<file path="src/rtl/cpu_rf_pkg.sv">
// rtl/cpu_rf_pkg.sv - shared constants and types for the register file port master
package cpu_rf_pkg;

  localparam int DATA_W = 16;
  localparam int ADR_W  = 2;
  localparam int NREG   = 1 << ADR_W;

  typedef enum logic [1:0] {
    IDLE = 2'd0,
    READ = 2'd1,
    WAIT = 2'd2,
    OUT  = 2'd3
  } state_t;

  typedef logic [NREG-1:0] busy_t;

endpackage

</file>
<file path="src/rtl/rf_scoreboard.sv">
// rtl/rf_scoreboard.sv - per-register busy tracking with writeback-aware hazard queries
module rf_scoreboard
  import cpu_rf_pkg::*;
#(
  parameter int AW = cpu_rf_pkg::ADR_W
) (
  input  logic          clk,
  input  logic          reset,
  input  logic          set_en,
  input  logic [AW-1:0] set_adr,
  input  logic          clr_en,
  input  logic [AW-1:0] clr_adr,
  input  logic [AW-1:0] q1_adr,
  input  logic [AW-1:0] q2_adr,
  output logic          hazard1,
  output logic          hazard2
);

  localparam int NR = 1 << AW;

  logic [NR-1:0] busy;
  logic [NR-1:0] busy_n;

  // Clear first, then set, so a same-cycle set to the same register survives.
  always_comb begin
    busy_n = busy;
    if (clr_en) busy_n[clr_adr] = 1'b0;
    if (set_en) busy_n[set_adr] = 1'b1;
  end

  // Busy vector register.
  always_ff @(posedge clk) begin
    if (!reset) busy <= '0;
    else        busy <= busy_n;
  end

  // A writeback landing this cycle resolves the hazard for its register.
  assign hazard1 = busy[q1_adr] && !(clr_en && (clr_adr == q1_adr));
  assign hazard2 = busy[q2_adr] && !(clr_en && (clr_adr == q2_adr));

endmodule

</file>
<file path="src/rtl/regfile_port_master.sv">
// rtl/regfile_port_master.sv - drives register file read/write ports for operand fetch
module regfile_port_master
  import cpu_rf_pkg::*;
#(
  parameter int DATA_W = cpu_rf_pkg::DATA_W,
  parameter int ADR_W  = cpu_rf_pkg::ADR_W,
  parameter int RD_LAT = 1
) (
  input  logic              clk,
  input  logic              reset,
  input  logic              op_valid,
  output logic              op_ready,
  input  logic [ADR_W-1:0]  op_src1,
  input  logic [ADR_W-1:0]  op_src2,
  input  logic [ADR_W-1:0]  op_dst,
  input  logic              op_has_dst,
  input  logic              wb_valid,
  input  logic [ADR_W-1:0]  wb_adr,
  input  logic [DATA_W-1:0] wb_data,
  output logic              rf_read_en,
  output logic [ADR_W-1:0]  rf_read_adr1,
  output logic [ADR_W-1:0]  rf_read_adr2,
  input  logic [DATA_W-1:0] rf_read_data1,
  input  logic [DATA_W-1:0] rf_read_data2,
  output logic              rf_write_en,
  output logic [ADR_W-1:0]  rf_write_adr,
  output logic [DATA_W-1:0] rf_write_data,
  output logic              opnd_valid,
  input  logic              opnd_ready,
  output logic [DATA_W-1:0] opnd_a,
  output logic [DATA_W-1:0] opnd_b,
  output logic [ADR_W-1:0]  opnd_dst
);

  localparam int CNT_W = (RD_LAT > 1) ? $clog2(RD_LAT) : 1;

  state_t state;
  state_t state_n;

  logic [ADR_W-1:0]  src1_q;
  logic [ADR_W-1:0]  src2_q;
  logic [ADR_W-1:0]  dst_q;
  logic [CNT_W-1:0]  cnt;
  logic              byp_a_hit;
  logic              byp_b_hit;
  logic [DATA_W-1:0] byp_a;
  logic [DATA_W-1:0] byp_b;

  logic              hazard1;
  logic              hazard2;
  logic              accept;
  logic              capture;
  logic              track;
  logic [ADR_W-1:0]  cur_src1;
  logic [ADR_W-1:0]  cur_src2;
  logic              hit1;
  logic              hit2;

  assign accept  = op_valid && op_ready;
  assign capture = (state == WAIT) && (cnt == '0);
  // Bypass window runs from the read cycle up to, but not including, capture.
  assign track   = (state == READ) || ((state == WAIT) && !capture);

  // In IDLE the request is not latched yet, so compare against the live sources.
  assign cur_src1 = (state == IDLE) ? op_src1 : src1_q;
  assign cur_src2 = (state == IDLE) ? op_src2 : src2_q;
  assign hit1     = wb_valid && (wb_adr == cur_src1);
  assign hit2     = wb_valid && (wb_adr == cur_src2);

  rf_scoreboard #(.AW(ADR_W)) u_scoreboard (
    .clk     (clk),
    .reset   (reset),
    .set_en  (accept && op_has_dst),
    .set_adr (op_dst),
    .clr_en  (wb_valid),
    .clr_adr (wb_adr),
    .q1_adr  (op_src1),
    .q2_adr  (op_src2),
    .hazard1 (hazard1),
    .hazard2 (hazard2)
  );

  // State register.
  always_ff @(posedge clk) begin
    if (!reset) state <= IDLE;
    else        state <= state_n;
  end

  // Next-state logic: one read cycle, RD_LAT-cycle wait, hold until consumed.
  always_comb begin
    state_n = state;
    case (state)
      IDLE:    if (accept)     state_n = READ;
      READ:                    state_n = WAIT;
      WAIT:    if (cnt == '0)  state_n = OUT;
      OUT:     if (opnd_ready) state_n = IDLE;
      default:                 state_n = IDLE;
    endcase
  end

  // Port outputs; everything is held at zero while reset is asserted.
  always_comb begin
    op_ready      = 1'b0;
    rf_read_en    = 1'b0;
    rf_read_adr1  = '0;
    rf_read_adr2  = '0;
    opnd_valid    = 1'b0;
    rf_write_en   = 1'b0;
    rf_write_adr  = '0;
    rf_write_data = '0;
    if (reset) begin
      op_ready      = (state == IDLE) && !hazard1 && !hazard2;
      rf_read_en    = (state == READ);
      rf_read_adr1  = (state == READ) ? src1_q : '0;
      rf_read_adr2  = (state == READ) ? src2_q : '0;
      opnd_valid    = (state == OUT);
      rf_write_en   = wb_valid;
      rf_write_adr  = wb_adr;
      rf_write_data = wb_data;
    end
  end

  // Request latch, wait counter, writeback bypass capture and operand registers.
  always_ff @(posedge clk) begin
    if (!reset) begin
      src1_q    <= '0;
      src2_q    <= '0;
      dst_q     <= '0;
      cnt       <= '0;
      byp_a_hit <= 1'b0;
      byp_b_hit <= 1'b0;
      byp_a     <= '0;
      byp_b     <= '0;
      opnd_a    <= '0;
      opnd_b    <= '0;
      opnd_dst  <= '0;
    end else begin
      if (accept) begin
        src1_q    <= op_src1;
        src2_q    <= op_src2;
        dst_q     <= op_dst;
        byp_a_hit <= hit1;
        byp_b_hit <= hit2;
        byp_a     <= wb_data;
        byp_b     <= wb_data;
      end else if (track) begin
        if (hit1) begin
          byp_a_hit <= 1'b1;
          byp_a     <= wb_data;
        end
        if (hit2) begin
          byp_b_hit <= 1'b1;
          byp_b     <= wb_data;
        end
      end

      if (state == READ) begin
        cnt <= CNT_W'(RD_LAT - 1);
      end else if ((state == WAIT) && (cnt != '0)) begin
        cnt <= cnt - 1'b1;
      end

      // A writeback in the capture cycle is newer than anything the read returned.
      if (capture) begin
        opnd_a   <= hit1 ? wb_data : (byp_a_hit ? byp_a : rf_read_data1);
        opnd_b   <= hit2 ? wb_data : (byp_b_hit ? byp_b : rf_read_data2);
        opnd_dst <= dst_q;
      end
    end
  end

endmodule

</file>
<file path="config.mk">
export PLATFORM = sky130hd
export DESIGN_NAME = regfile_port_master
export DESIGN_NICKNAME = d
export VERILOG_FILES = /design/src/rtl/cpu_rf_pkg.sv /design/src/rtl/rf_scoreboard.sv /design/src/rtl/regfile_port_master.sv
export SDC_FILE = /design/constraint.sdc
export NUM_CORES = 1
export LEC_CHECK = 0
export ABC_AREA = 1
export CAP_MARGIN = 30
export CORE_AREA = 3 3 95 97
export DETAILED_ROUTE_END_ITERATION = 12
export DIE_AREA = 0 0 98 100
export GPL_TIMING_DRIVEN = 1
export PLACE_DENSITY_LB_ADDON = 0.1
export RECOVER_POWER = 25
export SYNTH_ARGS = -nofsm -noshare
export SYNTH_HDL_FRONTEND = slang
export SYNTH_SLANG_ARGS = --single-unit
</file>
<file path="constraint.sdc">
create_clock -name clk -period 5.5 [get_ports clk]
set_input_delay 0.825 -clock clk [delete_from_list [all_inputs] [get_ports clk]]
set_output_delay 0.825 -clock clk [all_outputs]
set_load 0.02 [all_outputs]
</file>
==> metrics.txt <==
final hold violation count=0; top cells by area, synth=dfxtp_1 38%, nand2_1 11%, a21oi_1 9.2%, mux2i_1 7.5%, inv_1 7.0%; GP Congestion=0.820; synthesized net count=698; Tot Pwr=0.00236 W; first-pass GRT wire length=20100 µm; status=completed; met2 wire length=5970 µm; die area=9800 µm²; fin nets=798; Critical Path Sink Type=output port; Setup violations, final=0; #FFs+latches synth=81; DP HPWL=8680 µm; Hold Path Sink=dst_q[0]; Synth area leader=dfxtp_1; Yosys top cell area share=37.9%; pwr dens=413 nW/µm²; Ant. Diodes=0; total wire length=12400 µm; Final min period=3630 ps; Worst Hold Class=flip-flop to flip-flop; Slew HR=26.8%; Highest Signal Layer=met4; DR WL/cell=14.7 µm; final worst-path cycle share=66.0%; MaxCap Viol Count=0; Initial Util=52.1%; Clock Skew=23.6 ps; leakage power=2.65 nW; R2R depth=9; cell count after synthesis=632; Worst-path clk slew=90 ps; setup slack, reg-to-reg=2730 ps; unrepaired setup endpoints after global routing=no; Top Ports=122; Core Util, Final=69.5%; Via Count=4400; Worst VDD drop=0.263 mV; Setup crit start kind=input port; post-route cell area=5710 µm²; H-tree depth=3; share of layout cells above drive strength 1=3.80%; R2R Path Start=state[0]; Setup TNS=0 ps; Unique masters post-synth=26; RR Endpoint=byp_b[11]; # fillers=704; Post-CTS Hold Buffers=0; DRT met1 WL=5390 µm; mapped cell area=4280 µm²; Ys Warns=0; area of the core=8220 µm²; sequential area share after synthesis=37.9%; crit-path max FO=17; postcts setup bufs=0; all-layer global routing usage=25.1%; met3 wire len=800 µm; HP Start=dst_q[0]; DP Area=5500 µm²; # resized after CTS=0; Hold Path Depth=2; num rows=33; DR vias/cell=5.23; Die Ht=100 µm; DRC Markers=0; fmax=275 MHz; 1st-pass router iterations=5; Antenna Violating Nets Remaining=0; number of CTS-inserted buffers=9; clock buffer depth=2; largest net degree at the start of global routing=52; Slew @ Worst Pin=1100 ps; Num Clock Sinks=81; antenna violations before repair=0; vias in the first global route=4139; syn avg cell area=6.77 µm²; WS Path Type=input port to output port; root buf cell=clkbuf_8; Final Max Tran Viols=0; die width=98 µm; critical path arrival=2810 ps; PortBufs=121; worst-skew pair later-pin latency=360 ps; Critical Path RT=4680 ps; initial DRC count=251; GR Overflow Total=0; synthesis-to-layout area growth=33.4%; CTS tree=yes
-- state kept, by name, summed over array words and instances (netlist names) --
| name | flops |
|---|---|
| byp_b | 16 |
| dst_q | 2 |
| byp_b_hit | 1 |
| cnt | 1 |
| src1_q | 2 |
| opnd_dst | 2 |
| opnd_b | 16 |
| byp_a_hit | 1 |
| u_scoreboard.busy | 4 |
| state | 2 |
| src2_q | 2 |
| opnd_a | 16 |
| byp_a | 16 |
-- layer usage --
| layer | vias up | global-route usage [%] |
|---|---|---|
| met4 | 0 | 7.88 |
| met2 | 152 | 42.7 |
| met3 | 18 | 4.73 |
| met1 | 2018 | 32.2 |
| met5 | - | 0 |
| li1 | 2212 | - |
-- worst max-delay path, stage by stage --
cell	delay, ps
clkdlybuf4s50_1	800
buf_4	320
nand2_1	140
nor2_1	110
clkdlybuf4s50_1	610
-- how the worst max path moves through the flow --
stage          startpoint               to
6_report            reset  rf_read_adr2[1]
5_1_grt         wb_adr[1]         op_ready
4_1_cts             reset  rf_read_adr2[1]
3_5_place_dp        reset  rf_read_adr2[1]
3_3_place_gp        reset  rf_read_adr2[1]
2_1_floorplan   wb_adr[1]         op_ready
-- cell type report --
class	count	area, µm²	area share, %
Inverter	82	308	5.39
Clock buffer	10	138	2.41
Timing Repair Buffer	126	1280	22.3
Clock inverter	6	72.6	1.27
Sequential cell	81	1620	28.4
Tap cell	105	131	2.30
Multi-Input combinational cell	432	2170	37.9
-- cells in the final DEF, fill, tap and decap left out, types with 2 or more instances in the layout --
cell / netlist / layout
a21oi_1: 79 / 79
clkbuf_8: 0 / 10
o211ai_1: 2 / 2
ha_1: 4 / 4
buf_4: 5 / 3
nand2_4: 4 / 4
nand2_1: 130 / 130
o21ai_0: 39 / 39
dlygate4sd3_1: 0 / 34
nor3_1: 2 / 2
nand4_1: 2 / 2
xor2_1: 2 / 2
inv_1: 80 / 81
clkdlybuf4s50_1: 0 / 87
inv_6: 0 / 2
nor2_4: 2 / 2
dfxtp_1: 81 / 81
o21bai_1: 2 / 2
nand3_1: 42 / 42
nor2_1: 80 / 80
o21ai_1: 8 / 8
mux2i_1: 32 / 32
-- metrics by stage --
step / std cells / worst slack (ps) / hold WS [ps]
2_1_floorplan: 632 / 2950 / 438
3_3_place_gp: 824 / 1880 / 448
3_5_place_dp: 826 / 1840 / 462
4_1_cts: 842 / 1830 / 476
5_1_grt: 842 / 1680 / 504
6_report: 842 / 1870 / 476
-- synth_stat cells --
master	n
nor2_1	80
buf_2	11
ha_1	4
nand4_4	1
mux2i_1	32
nand4_1	2
buf_4	5
buf_1	2
o21ai_1	8
o211ai_1	2
inv_1	80
a21oi_1	79
inv_2	1
clkinv_1	1
o21bai_1	2
clkbuf_1	17
dfxtp_1	81
nand2_1	130
o21ai_0	39
nor3_1	2
xor2_1	2
nor2_4	2
nand3_1	42
buf_6	2
nand2_4	4
o31ai_1	1
-- cell families (layout without fill, tap and decap cells) --
family | Yosys count | count (layout) | share of synthesized area [%]
adders and majority gates | 4 | 4 | 1.17
xor gates and xnor gates | 2 | 2 | 0.409
buffers and inverters | 119 | 224 | 11.5
and+or+nand+nor | 263 | 263 | 25.9
DFF | 81 | 81 | 37.9
AOI/OAI and AO/OA | 131 | 131 | 15.6
muxes | 32 | 32 | 7.48
-- power breakdown --
group          internal [W]  leakage [nW]  total (W)  switching, W
combinational      0.000431          1.88    0.00110      0.000669
clock              0.000229         0.109   0.000463      0.000234
sequential         0.000718         0.661   0.000794     0.0000764
No activity file was read; power rests on OpenSTA's default activity.
